==> src/rtl/mul_pkg.sv <==
// Shared types and sizing helpers for the sequential shift-and-add multiplier.
package mul_pkg;

  localparam logic [1:0] IDLE_CODE = 2'd0;
  localparam logic [1:0] RUN_CODE  = 2'd1;
  localparam logic [1:0] FIX_CODE  = 2'd2;

  typedef enum logic [1:0] {
    IDLE = IDLE_CODE,
    RUN  = RUN_CODE,
    FIX  = FIX_CODE
  } state_e;

  // Iteration counter must hold the value WIDTH itself.
  function automatic int cnt_width(input int width);
    return $clog2(width + 1);
  endfunction

endpackage

==> src/rtl/mul_mag.sv <==
// Operand magnitude/sign split; in unsigned mode the raw value passes through.
module mul_mag #(
  parameter int WIDTH = 8
) (
  input  logic [WIDTH-1:0] value,
  input  logic             signed_mode,
  output logic [WIDTH-1:0] magnitude,
  output logic             sign
);

  assign sign = signed_mode & value[WIDTH-1];
  // |-2^(WIDTH-1)| wraps to 2^(WIDTH-1), which is the correct unsigned magnitude.
  assign magnitude = sign ? (~value + WIDTH'(1)) : value;

endmodule

==> src/rtl/mul_seq_signed.sv <==
// Sequential signed/unsigned shift-and-add multiplier, WIDTH+1 cycle latency.
//
// state | meaning
// IDLE  | waiting for start, result held
// RUN   | one shift-and-add iteration per cycle, cnt counts down from WIDTH
// FIX   | apply sign to accumulator, write result, pulse done
module mul_seq_signed
  import mul_pkg::*;
#(
  parameter int WIDTH = 8
) (
  input  logic               clk,
  input  logic               rstn,
  input  logic               start,
  input  logic               signed_mode,
  input  logic [WIDTH-1:0]   a,
  input  logic [WIDTH-1:0]   b,
  output logic [2*WIDTH-1:0] result,
  output logic               done,
  output logic               busy
);

  localparam int CW = cnt_width(WIDTH);

  state_e             state;
  logic [2*WIDTH-1:0] mcand;
  logic [2*WIDTH-1:0] acc;
  logic [WIDTH-1:0]   mplier;
  logic [CW-1:0]      cnt;
  logic               neg;

  logic [WIDTH-1:0]   mag_a;
  logic [WIDTH-1:0]   mag_b;
  logic               sign_a;
  logic               sign_b;

  mul_mag #(.WIDTH(WIDTH)) u_mag_a (
    .value       (a),
    .signed_mode (signed_mode),
    .magnitude   (mag_a),
    .sign        (sign_a)
  );

  mul_mag #(.WIDTH(WIDTH)) u_mag_b (
    .value       (b),
    .signed_mode (signed_mode),
    .magnitude   (mag_b),
    .sign        (sign_b)
  );

  always_ff @(posedge clk) begin
    if (!rstn) begin
      state  <= IDLE;
      mcand  <= '0;
      acc    <= '0;
      mplier <= '0;
      cnt    <= '0;
      neg    <= 1'b0;
      result <= '0;
      done   <= 1'b0;
      busy   <= 1'b0;
    end else begin
      done <= 1'b0;
      unique case (state)
        IDLE: begin
          if (start) begin
            mcand  <= {{WIDTH{1'b0}}, mag_a};
            mplier <= mag_b;
            neg    <= sign_a ^ sign_b;
            acc    <= '0;
            cnt    <= CW'(WIDTH);
            busy   <= 1'b1;
            state  <= RUN;
          end
        end
        RUN: begin
          if (mplier[0]) begin
            acc <= acc + mcand;
          end
          mcand  <= mcand << 1;
          mplier <= mplier >> 1;
          cnt    <= cnt - CW'(1);
          if (cnt == CW'(1)) begin
            state <= FIX;
          end
        end
        FIX: begin
          result <= neg ? -acc : acc;
          done   <= 1'b1;
          busy   <= 1'b0;
          state  <= IDLE;
        end
        default: begin
          state <= IDLE;
          busy  <= 1'b0;
        end
      endcase
    end
  end

endmodule

==> config.mk <==
export PLATFORM = sky130hd
export DESIGN_NAME = mul_seq_signed
export DESIGN_NICKNAME = d
export VERILOG_FILES = /design/src/rtl/mul_pkg.sv /design/src/rtl/mul_mag.sv /design/src/rtl/mul_seq_signed.sv
export SDC_FILE = /design/constraint.sdc
export NUM_CORES = 1
export LEC_CHECK = 0
export CAP_MARGIN = 25
export CORE_UTILIZATION = 57
export DETAILED_ROUTE_END_ITERATION = 10
export HOLD_SLACK_MARGIN = 0.05
export MAX_ROUTING_LAYER = met4
export PLACE_DENSITY = 0.87
export SETUP_SLACK_MARGIN = 0.15
export SLEW_MARGIN = 20
export SYNTH_ARGS = -nofsm -noshare
export SYNTH_HDL_FRONTEND = slang
export SYNTH_SLANG_ARGS = --single-unit
==> constraint.sdc <==
create_clock -name clk -period 4.2 [get_ports clk]
set_input_delay 0.84 -clock clk [delete_from_list [all_inputs] [get_ports clk]]
set_output_delay 0.84 -clock clk [all_outputs]
set_load 0.02 [all_outputs]
==> results of run 1 <==
[through the flow]
| step | area [um2] | hold slack [ns] |
|---|---|---|
| 2_1_floorplan | 3600 | 0.423 |
| 3_3_place_gp | 4000 | 0.447 |
| 3_5_place_dp | 4000 | 0.469 |
| 4_1_cts | 4200 | 0.479 |
| 5_1_grt | 4220 | 0.495 |
| 6_report | 4220 | 0.479 |
[cells by family after synthesis]
| group | Yosys count | share of synthesized area [%] |
|---|---|---|
| and+or+nand+nor | 128 | 16.3 |
| muxes | 5 | 1.46 |
| xor gates and xnor gates | 38 | 9.24 |
| buffers and inverters | 43 | 4.48 |
| adders and majority gates | 21 | 7.50 |
| AOI/OAI and AO/OA | 133 | 24.9 |
| DFF | 65 | 36.1 |
[registers in the layout, summed over array words and instances, names as in the netlist]
name	count
acc	16
busy	1
cnt	4
done	1
mcand	16
mplier	8
neg	1
result	16
state	2
[metal layers]
layer	share of wire (%)	vias up	global-route usage, %
met1	42	1572	36.2
met3	6.5	27	5.67
met5	0	-	-
met4	3.6	0	18.9
met2	48	141	48.4
li1	-	1642	-
[Yosys cell counts (all sizes together), types with 5 or more instances]
cell	number	share of area (%)
o41ai	5	1.2
xnor2	22	5.3
clkbuf	22	2.3
a21o	5	1.0
nor2	61	6.6
a222oi	8	2.2
inv	20	2.1
a31oi	10	1.7
a21oi	26	3.6
nand3	18	2.5
a211oi	15	3.1
xor2	16	3.9
ha	20	6.9
a22oi	15	3.1
nor3	9	1.3
o21ai	27	3.8
nand2	19	2.0
dfxtp	65	36
[worst max-delay path, stage by stage]
cell and delay (ns):
clkdlybuf4s50_1 0.87, inv_2 0.49, nor3_1 0.69, a22oi_1 0.20, o21ai_0 0.13
[area by class of cell]
class / instances / area share [%]
sequential: 65 / 30.9
clock buffer: 12 / 3.68
tap: 75 / 2.23
inverter: 20 / 1.78
timing repair buffer: 40 / 9.32
clock inverter: 4 / 1.22
multi-input combinational: 325 / 50.9
[final timing paths]
kind,startpoint,slack (ns),end
worst max-delay path,rstn,1.23,mplier[2]
worst min-delay path,mplier[7],0.48,mplier[7]
worst max register to register,acc[0],1.88,acc[14]
worst min register to register,mplier[7],0.48,mplier[7]
[where the power goes]
part | total [W] | internal, W | switching [W]
Sequential | 0.000673 | 0.000645 | 0.0000277
Combinational | 0.000212 | 0.0000869 | 0.000125
Clock | 0.000552 | 0.000307 | 0.000245
Total | 0.00144 | 0.00104 | 0.000398
==> flow_summary_export.csv, run 1 <==
group,metric,value,unit
place,placedCellCount,524,
clock_network,ctsHoldBuffers,0,
synth,synthFlopType,"dfxtp_1",
cells_and_area,regArea,0.00130,mm2
power_and_ir_drop,p_leak,1.60,nW
clock_network,numClockSinks,65,
worst_setup_path,worstSetupEndpointType,"flip-flop",
timing,rsz0062_at_grt,"no",
global_routing,antenna_found_initial,0,
global_routing,grt_pass1_vias,3159,
synth,ys_seq_area_share,36.1,%
min_path,worst_hold_path_type,"reg -> reg",
floorplanning,start_util,60.1,%
power_and_ir_drop,power,0.00144,W
route,first_pass_iters,5,
synth,ys_ff_latch,65,
global_routing,overflow,0,
route,initialDrtViolationCount,367,
min_path,hold_depth,2,
outcome,status,"complete, no violations",
synth,syn_area_per_cell,8.32,um2
timing,period_share,70.7,%
clock_network,cts_setup_buffers,0,
cells_and_area,final_util,70.4,%
clock_network,cts_tree,"done",
route,drtAntennaViolNets,0,
floorplanning,die-height,81.5,um
route,vias,3382,
place,preCtsSetupSlack,0.975,ns
timing,relSlewSlack,48.2,%
global_routing,grt_use_total,30.7,%
synth,synthCells,433,
cells_and_area,syn2layout_area_growth,17.1,%
timing,finalCriticalPeriod,2.97,ns
timing,setup_viol_count_final,0,
cells_and_area,final_nets,502,
worst_setup_path,rr_worst_depth,9,
timing,finalMaxSlewViolations,0,
synth,synth_edf_count,0,
synth,async_flop_share,0,%
floorplanning,die_area,0.00664,mm2
cells_and_area,layout_commonest_cell,"dfxtp_1",
cells_and_area,nFillCells,471,
floorplanning,num_io_pins,38,
global_routing,grt_max_degree,46,
timing,setup_slack,1.23,ns
cells_and_area,fin_cells,541,
worst_setup_path,critical_path_required,4.47,ns
cells_and_area,num_antenna_cells,0,
timing,finalSetupTns,0,ns
synth,syn_nets,474,
synth,syn_area,0.00360,mm2
place,io_buffers,37,
timing,hold_violations,0,
timing,clock_skew,0.00979,ns
clock_network,cts_buffers,9,
route,wl,8920,um
clock_network,clk_pin_slew_worst_paths,0.07,ns
worst_setup_path,crit_fanout,45,
clock_network,cts_buffer_depth,2,
cells_and_area,multiInputGateArea,0.00215,mm2
global_routing,grt_pass1_wl,14800,um
synth,ys_types,48,
worst_setup_path,worstSetupPathType,"in -> reg",
floorplanning,coreArea,0.00599,mm2
clock_network,clockRootBuffer,"clkbuf_8",
route,vias_per_cell,6.25,
timing,tightest_slew,0.775,ns
clock_network,cts_max_level,3,
route,drc,0,
timing,max_freq,337,MHz
floorplanning,die_x,81.5,um
place,dpl.hpwl,6460,um
cells_and_area,layout_common_cells,"dfxtp_1, nor2_1, clkdlybuf4s50_1, o21ai_0, a21oi_1",
floorplanning,rows,28,
place,routabilityCongestion,0.896,
run,maxCapViolCount,0,
clock_network,worst_skew_pair.late_latency,0.36,ns
cells_and_area,drive_above_1_share,5.79,%
route,wl_per_cell,16.5,um
worst_setup_path,cp-start-kind,"input port",
worst_setup_path,worstPathArrival,3.24,ns
synth,yosys_warnings,0,
power_and_ir_drop,ir_drop,273,uV
clock_network,cts_resized,0,
power_and_ir_drop,power.density,341,mW/mm2
No activity file was read; power rests on OpenSTA's default activity.
==> inputs of run 2 (changes only) <==
--- a/config.mk
+++ b/config.mk
@@ -6,11 +6,11 @@
 export NUM_CORES = 1
 export LEC_CHECK = 0
 export CAP_MARGIN = 25
-export CORE_UTILIZATION = 57
+export CORE_UTILIZATION = 51
 export DETAILED_ROUTE_END_ITERATION = 10
 export HOLD_SLACK_MARGIN = 0.05
 export MAX_ROUTING_LAYER = met4
-export PLACE_DENSITY = 0.87
+export PLACE_DENSITY = 0.83
 export SETUP_SLACK_MARGIN = 0.15
 export SLEW_MARGIN = 20
 export SYNTH_ARGS = -nofsm -noshare
==> constraint.sdc (replaced) <==
create_clock -name clk -period 2.7 [get_ports clk]
set_input_delay 0.54 -clock clk [delete_from_list [all_inputs] [get_ports clk]]
set_output_delay 0.54 -clock clk [all_outputs]
set_load 0.02 [all_outputs]
==> flow_summary_export.csv, run 2 (synthesis results as in run 1) <==
group,metric,value,unit
floorplanning,rows,30,
worst_setup_path,cpMaxStageDelayCell,"a2111oi_0",
cells_and_area,drive_above_1_share,7.01,%
clock_network,cts_buffer_depth,2,
timing,whs,0.469,ns
global_routing,grt_max_degree,40,
min_path,worst_hold_path_type,"reg -> reg",
clock_network,worst_skew_pair.late_latency,0.35,ns
worst_setup_path,timing.rr.end,"acc[7]",
outcome,status,"complete, no violations",
timing,hold_violations,0,
route,vias_per_cell,5.92,
global_routing,antenna_found_initial,0,
power_and_ir_drop,power.density,519,mW/mm2
run,maxCapViolCount,0,
worst_setup_path,worstPathArrival,2.59,ns
timing,setup_viol_count_final,0,
floorplanning,die_area,0.00740,mm2
route,wl,8250,um
timing,period_share,88.1,%
worst_setup_path,timing.rr.start,"acc[2]",
worst_setup_path,rr_worst_depth,7,
timing,clock_skew,0.0134,ns
clock_network,cts_buffers,9,
timing,max_freq,420,MHz
cells_and_area,layout_common_cells,"dfxtp_1, nor2_1, clkdlybuf4s50_1, o21ai_0, a21oi_1",
floorplanning,start_util,53.0,%
cells_and_area,num_antenna_cells,0,
place,dpl.hpwl,6190,um
floorplanning,die-height,86.0,um
clock_network,numClockSinks,65,
floorplanning,coreArea,0.00679,mm2
worst_setup_path,path_depth,7,
timing,relSlewSlack,49.5,%
cells_and_area,reg_top3,"acc (16), mcand (16), result (16)",
global_routing,grt_use_total,24.8,%
timing,finalMaxSlewViolations,0,
clock_network,cts_max_level,3,
cells_and_area,layout_commonest_cell,"dfxtp_1",
timing,tightest_slew,0.754,ns
route,vias,3355,
clock_network,cts_setup_buffers,0,
worst_setup_path,worstSetupPathType,"reg -> reg",
global_routing,grt_pass1_vias,3096,
route,drtAntennaViolNets,0,
route,initialDrtViolationCount,277,
global_routing,grt_pass1_wl,14000,um
min_path,hold_path_startpoint,"mplier[7]",
global_routing,overflow,0,
floorplanning,die_x,86.0,um
floorplanning,num_io_pins,38,
worst_setup_path,critPathBufInv,0,
cells_and_area,final_nets,507,
clock_network,clk_pin_slew_worst_paths,0.07,ns
min_path,hold_depth,2,
worst_setup_path,crit_family,"compound AO/OA/AOI/OAI gates",
timing,rsz0062_at_grt,"no",
place,placedCellCount,551,
route,wl_per_cell,14.5,um
worst_setup_path,crit_fanout,8,
clock_network,ctsHoldBuffers,0,
worst_setup_path,crit_path_max_incr_delay,0.69,ns
timing,finalCriticalPeriod,2.38,ns
route,drc,0,
route,first_pass_iters,8,
clock_network,cts_resized,0,
clock_network,clockRootBuffer,"clkbuf_8",
worst_setup_path,cp_cell_sequence,"ha_1, o211a_1, a2111oi_0, or2_2, xnor2_1, a22oi_1, nor2_1",
worst_setup_path,worstSetupEndpointType,"flip-flop",
timing,finalSetupTns,0,ns
cells_and_area,fin_cells,567,
min_path,hold_end,"mplier[7]",
power_and_ir_drop,p_leak,1.62,nW
power_and_ir_drop,ir_drop,255,uV
cells_and_area,syn2layout_area_growth,18.7,%
place,routabilityCongestion,0.900,
worst_setup_path,critical_path_required,2.92,ns
clock_network,cts_tree,"done",
worst_setup_path,r2r_slack,0.32,ns
worst_setup_path,cp-start-kind,"flip-flop",
place,io_buffers,37,
-- run 2: changes by cell type in the layout (fill, tap and decap cells not counted), sizes merged --
cell / delta
buf: +5
clkbuf: -2
clkinv: +1
clkinvlp: +1
-- run 2: power breakdown --
part / leakage [nW] / internal, W / total [W] / switching (W)
Clock: 0.0985 / 0.000452 / 0.000838 / 0.000386
Combinational: 0.993 / 0.000141 / 0.000336 / 0.000195
Sequential: 0.528 / 0.00100 / 0.00104 / 0.0000392
-- run 2: metrics by stage --
step	util [%]	setup slack (ns)	area, um2	power, W
6_report	62.9	0.322	4270	0.00222
5_1_grt	62.9	0.204	4270	0.00231
4_1_cts	62.9	0.308	4270	0.00223
3_5_place_dp	59.9	0.405	4070	0.00139
3_3_place_gp	59.9	0.479	4070	0.00138
2_1_floorplan	-	0.709	3600	0.00127
-- run 2: final cells by class --
class,instances,area [um2]
clock buffers,10,138
flip-flops and latches,65,1300
repair buffers,45,430
multi-input cells,325,2140
fillers,596,2520
clock inverters,6,67.6
well taps,96,120
inverters,20,75.1
-- run 2: worst reg2reg max path, delay by kind of cell, from the launching register on --
kind                     cells  cell delay [ns]
adder cells (fa/ha/maj)      1             0.32
AO/OA/AOI/OAI                3             1.08
XOR/XNOR                     1             0.07
flip-flops                   1             0.46
AND/OR/NAND/NOR              2             0.32
-- run 2: worst max-delay path by stage --
| stage | from | to | slack, ns |
|---|---|---|---|
| after detailed placement | acc[2] | acc[11] | 0.40 |
| after floorplan | acc[2] | result[15] | 0.71 |
| final | acc[2] | acc[7] | 0.32 |
| after global routing | acc[2] | acc[11] | 0.20 |
| after CTS | acc[2] | acc[7] | 0.31 |
| after global placement | acc[2] | acc[11] | 0.48 |
-- run 2: metal layers --
metal | global-route usage, % | part of all wire, % | up-vias
met4 | 11.4 | 2.4 | 0
met2 | 40.2 | 47 | 109
met3 | 4.14 | 4.7 | 20
met5 | - | 0 | -
li1 | - | - | 1660
met1 | 30.2 | 46 | 1566
==> inputs of run 3 (changes only) <==
--- a/config.mk
+++ b/config.mk
@@ -6,11 +6,11 @@
 export NUM_CORES = 1
 export LEC_CHECK = 0
 export CAP_MARGIN = 25
-export CORE_UTILIZATION = 51
+export CORE_UTILIZATION = 57
 export DETAILED_ROUTE_END_ITERATION = 10
 export HOLD_SLACK_MARGIN = 0.05
 export MAX_ROUTING_LAYER = met4
-export PLACE_DENSITY = 0.83
+export PLACE_DENSITY = 0.87
 export SETUP_SLACK_MARGIN = 0.15
 export SLEW_MARGIN = 20
 export SYNTH_ARGS = -nofsm -noshare
==> constraint.sdc (replaced) <==
create_clock -name clk -period 2.9 [get_ports clk]
set_input_delay 0.58 -clock clk [delete_from_list [all_inputs] [get_ports clk]]
set_output_delay 0.58 -clock clk [all_outputs]
set_load 0.02 [all_outputs]
==> flow_summary_export.csv, run 3 (synthesis results as in run 1) <==
group,metric,value,unit
worst_setup_path,worstPathArrival,2.56,ns
clock_network,cts_tree,"done",
place,dpl.hpwl,6080,um
route,wl_per_cell,14.8,um
floorplanning,die_area,0.00664,mm2
global_routing,overflow,0,
floorplanning,start_util,60.1,%
floorplanning,num_io_pins,38,
clock_network,cts_setup_buffers,0,
cells_and_area,finalInstanceArea,0.00420,mm2
clock_network,clk_pin_slew_worst_paths,0.07,ns
cells_and_area,syn2layout_area_growth,16.5,%
place,io_buffers,37,
floorplanning,coreArea,0.00599,mm2
place,routabilityCongestion,0.961,
route,drtAntennaViolNets,0,
worst_setup_path,crit_family,"compound AO/OA/AOI/OAI gates",
timing,max_freq,427,MHz
worst_setup_path,cpMaxStageDelayCell,"a2111oi_0",
power_and_ir_drop,p_leak,1.61,nW
timing,finalSetupTns,0,ns
route,drc,0,
power_and_ir_drop,power.density,461,mW/mm2
cells_and_area,final_util,70.1,%
global_routing,grt_max_degree,31,
worst_setup_path,cp-start-kind,"flip-flop",
floorplanning,rows,28,
cells_and_area,layout_commonest_cell,"dfxtp_1",
timing,finalMaxSlewViolations,0,
cells_and_area,drive_above_1_share,6.40,%
min_path,worst_hold_path_type,"reg -> reg",
outcome,status,"complete, no violations",
timing,setup_viol_count_final,0,
power_and_ir_drop,ir_drop,362,uV
clock_network,ctsHoldBuffers,0,
timing,finalCriticalPeriod,2.34,ns
global_routing,antenna_found_initial,0,
timing,period_share,80.7,%
route,initialDrtViolationCount,227,
worst_setup_path,crit_path_max_incr_delay,0.61,ns
clock_network,worst_skew_pair.late_latency,0.34,ns
timing,hold_violations,0,
clock_network,cts_buffer_depth,2,
route,vias_per_cell,6.01,
global_routing,grt_pass1_vias,2954,
clock_network,cts_resized,0,
timing,relSlewSlack,41.0,%
route,wl,8060,um
route,first_pass_iters,6,
floorplanning,die_x,81.5,um
cells_and_area,fin_cells,544,
place,placedCellCount,529,
cells_and_area,final_nets,506,
timing,tightest_slew,0.882,ns
route,vias,3267,
worst_setup_path,cp_cell_sequence,"ha_1, o211a_1, a2111oi_0, o31ai_1, a21oi_1, xor2_1, o21ai_0",
clock_network,numClockSinks,65,
worst_setup_path,worstSetupPathType,"reg -> reg",
clock_network,cts_max_level,3,
cells_and_area,reg_top3,"acc (16), mcand (16), result (16)",
cells_and_area,num_antenna_cells,0,
worst_setup_path,critPathBufInv,0,
global_routing,grt_pass1_wl,13500,um
run,maxCapViolCount,0,
worst_setup_path,worstSetupEndpointType,"flip-flop",
timing,clock_skew,0.00931,ns
worst_setup_path,crit_fanout,8,
clock_network,clockRootBuffer,"clkbuf_8",
floorplanning,die-height,81.5,um
cells_and_area,layout_common_cells,"dfxtp_1, nor2_1, clkdlybuf4s50_1, o21ai_0, a21oi_1",
place,placed_cell_area,0.00404,mm2
worst_setup_path,critical_path_required,3.12,ns
clock_network,cts_buffers,9,
global_routing,grt_use_total,27.8,%
timing,rsz0062_at_grt,"no",
==> run 3: cell type report <==
type                            instances  area [um2]
Multi-Input combinational cell        325        2140
Fill cell                             482        1790
Sequential cell                        65        1300
Timing Repair Buffer                   44         423
Clock buffer                           11         141
Tap cell                               75        93.8
Inverter                               20        75.1
Clock inverter                          4        20.0
==> run 3: power breakdown <==
group          total [W]  switching, W  internal [W]
clock network   0.000653      0.000331      0.000323
registers       0.000972     0.0000374      0.000935
logic           0.000308      0.000179      0.000129
==> run 3: path summary, 6_finish.rpt <==
check	start	endpoint	slack (ns)	cells past startpoint
worst max-delay path	acc[2]	acc[11]	0.56	7
worst max register to register	acc[2]	acc[11]	0.56	7
worst min register to register	mplier[7]	mplier[7]	0.48	2
worst min-delay path	mplier[7]	mplier[7]	0.48	2
==> run 3: worst min-delay path, stage by stage, from the launching register on <==
cell	delay (ns)
dfxtp_1	0.32
nand2_1	0.07
nand2_1	0.05
==> run 3: metrics by stage <==
step / setup WS (ns) / power, W / hold WS, ns
after floorplan: 0.909 / 0.00118 / 0.423
after global routing: 0.442 / 0.00202 / 0.505
after detailed placement: 0.570 / 0.00129 / 0.455
after global placement: 0.612 / 0.00128 / 0.435
after CTS: 0.639 / 0.00194 / 0.470
final: 0.560 / 0.00193 / 0.475
==> run 3: metal layers <==
layer / up-vias / GRT usage (%) / part of all wire [%]
met2: 112 / 42.8 / 47
met5: - / - / 0
li1: 1648 / - / -
met3: 15 / 6.11 / 5.8
met4: 0 / 14.1 / 2.2
met1: 1492 / 34.0 / 45
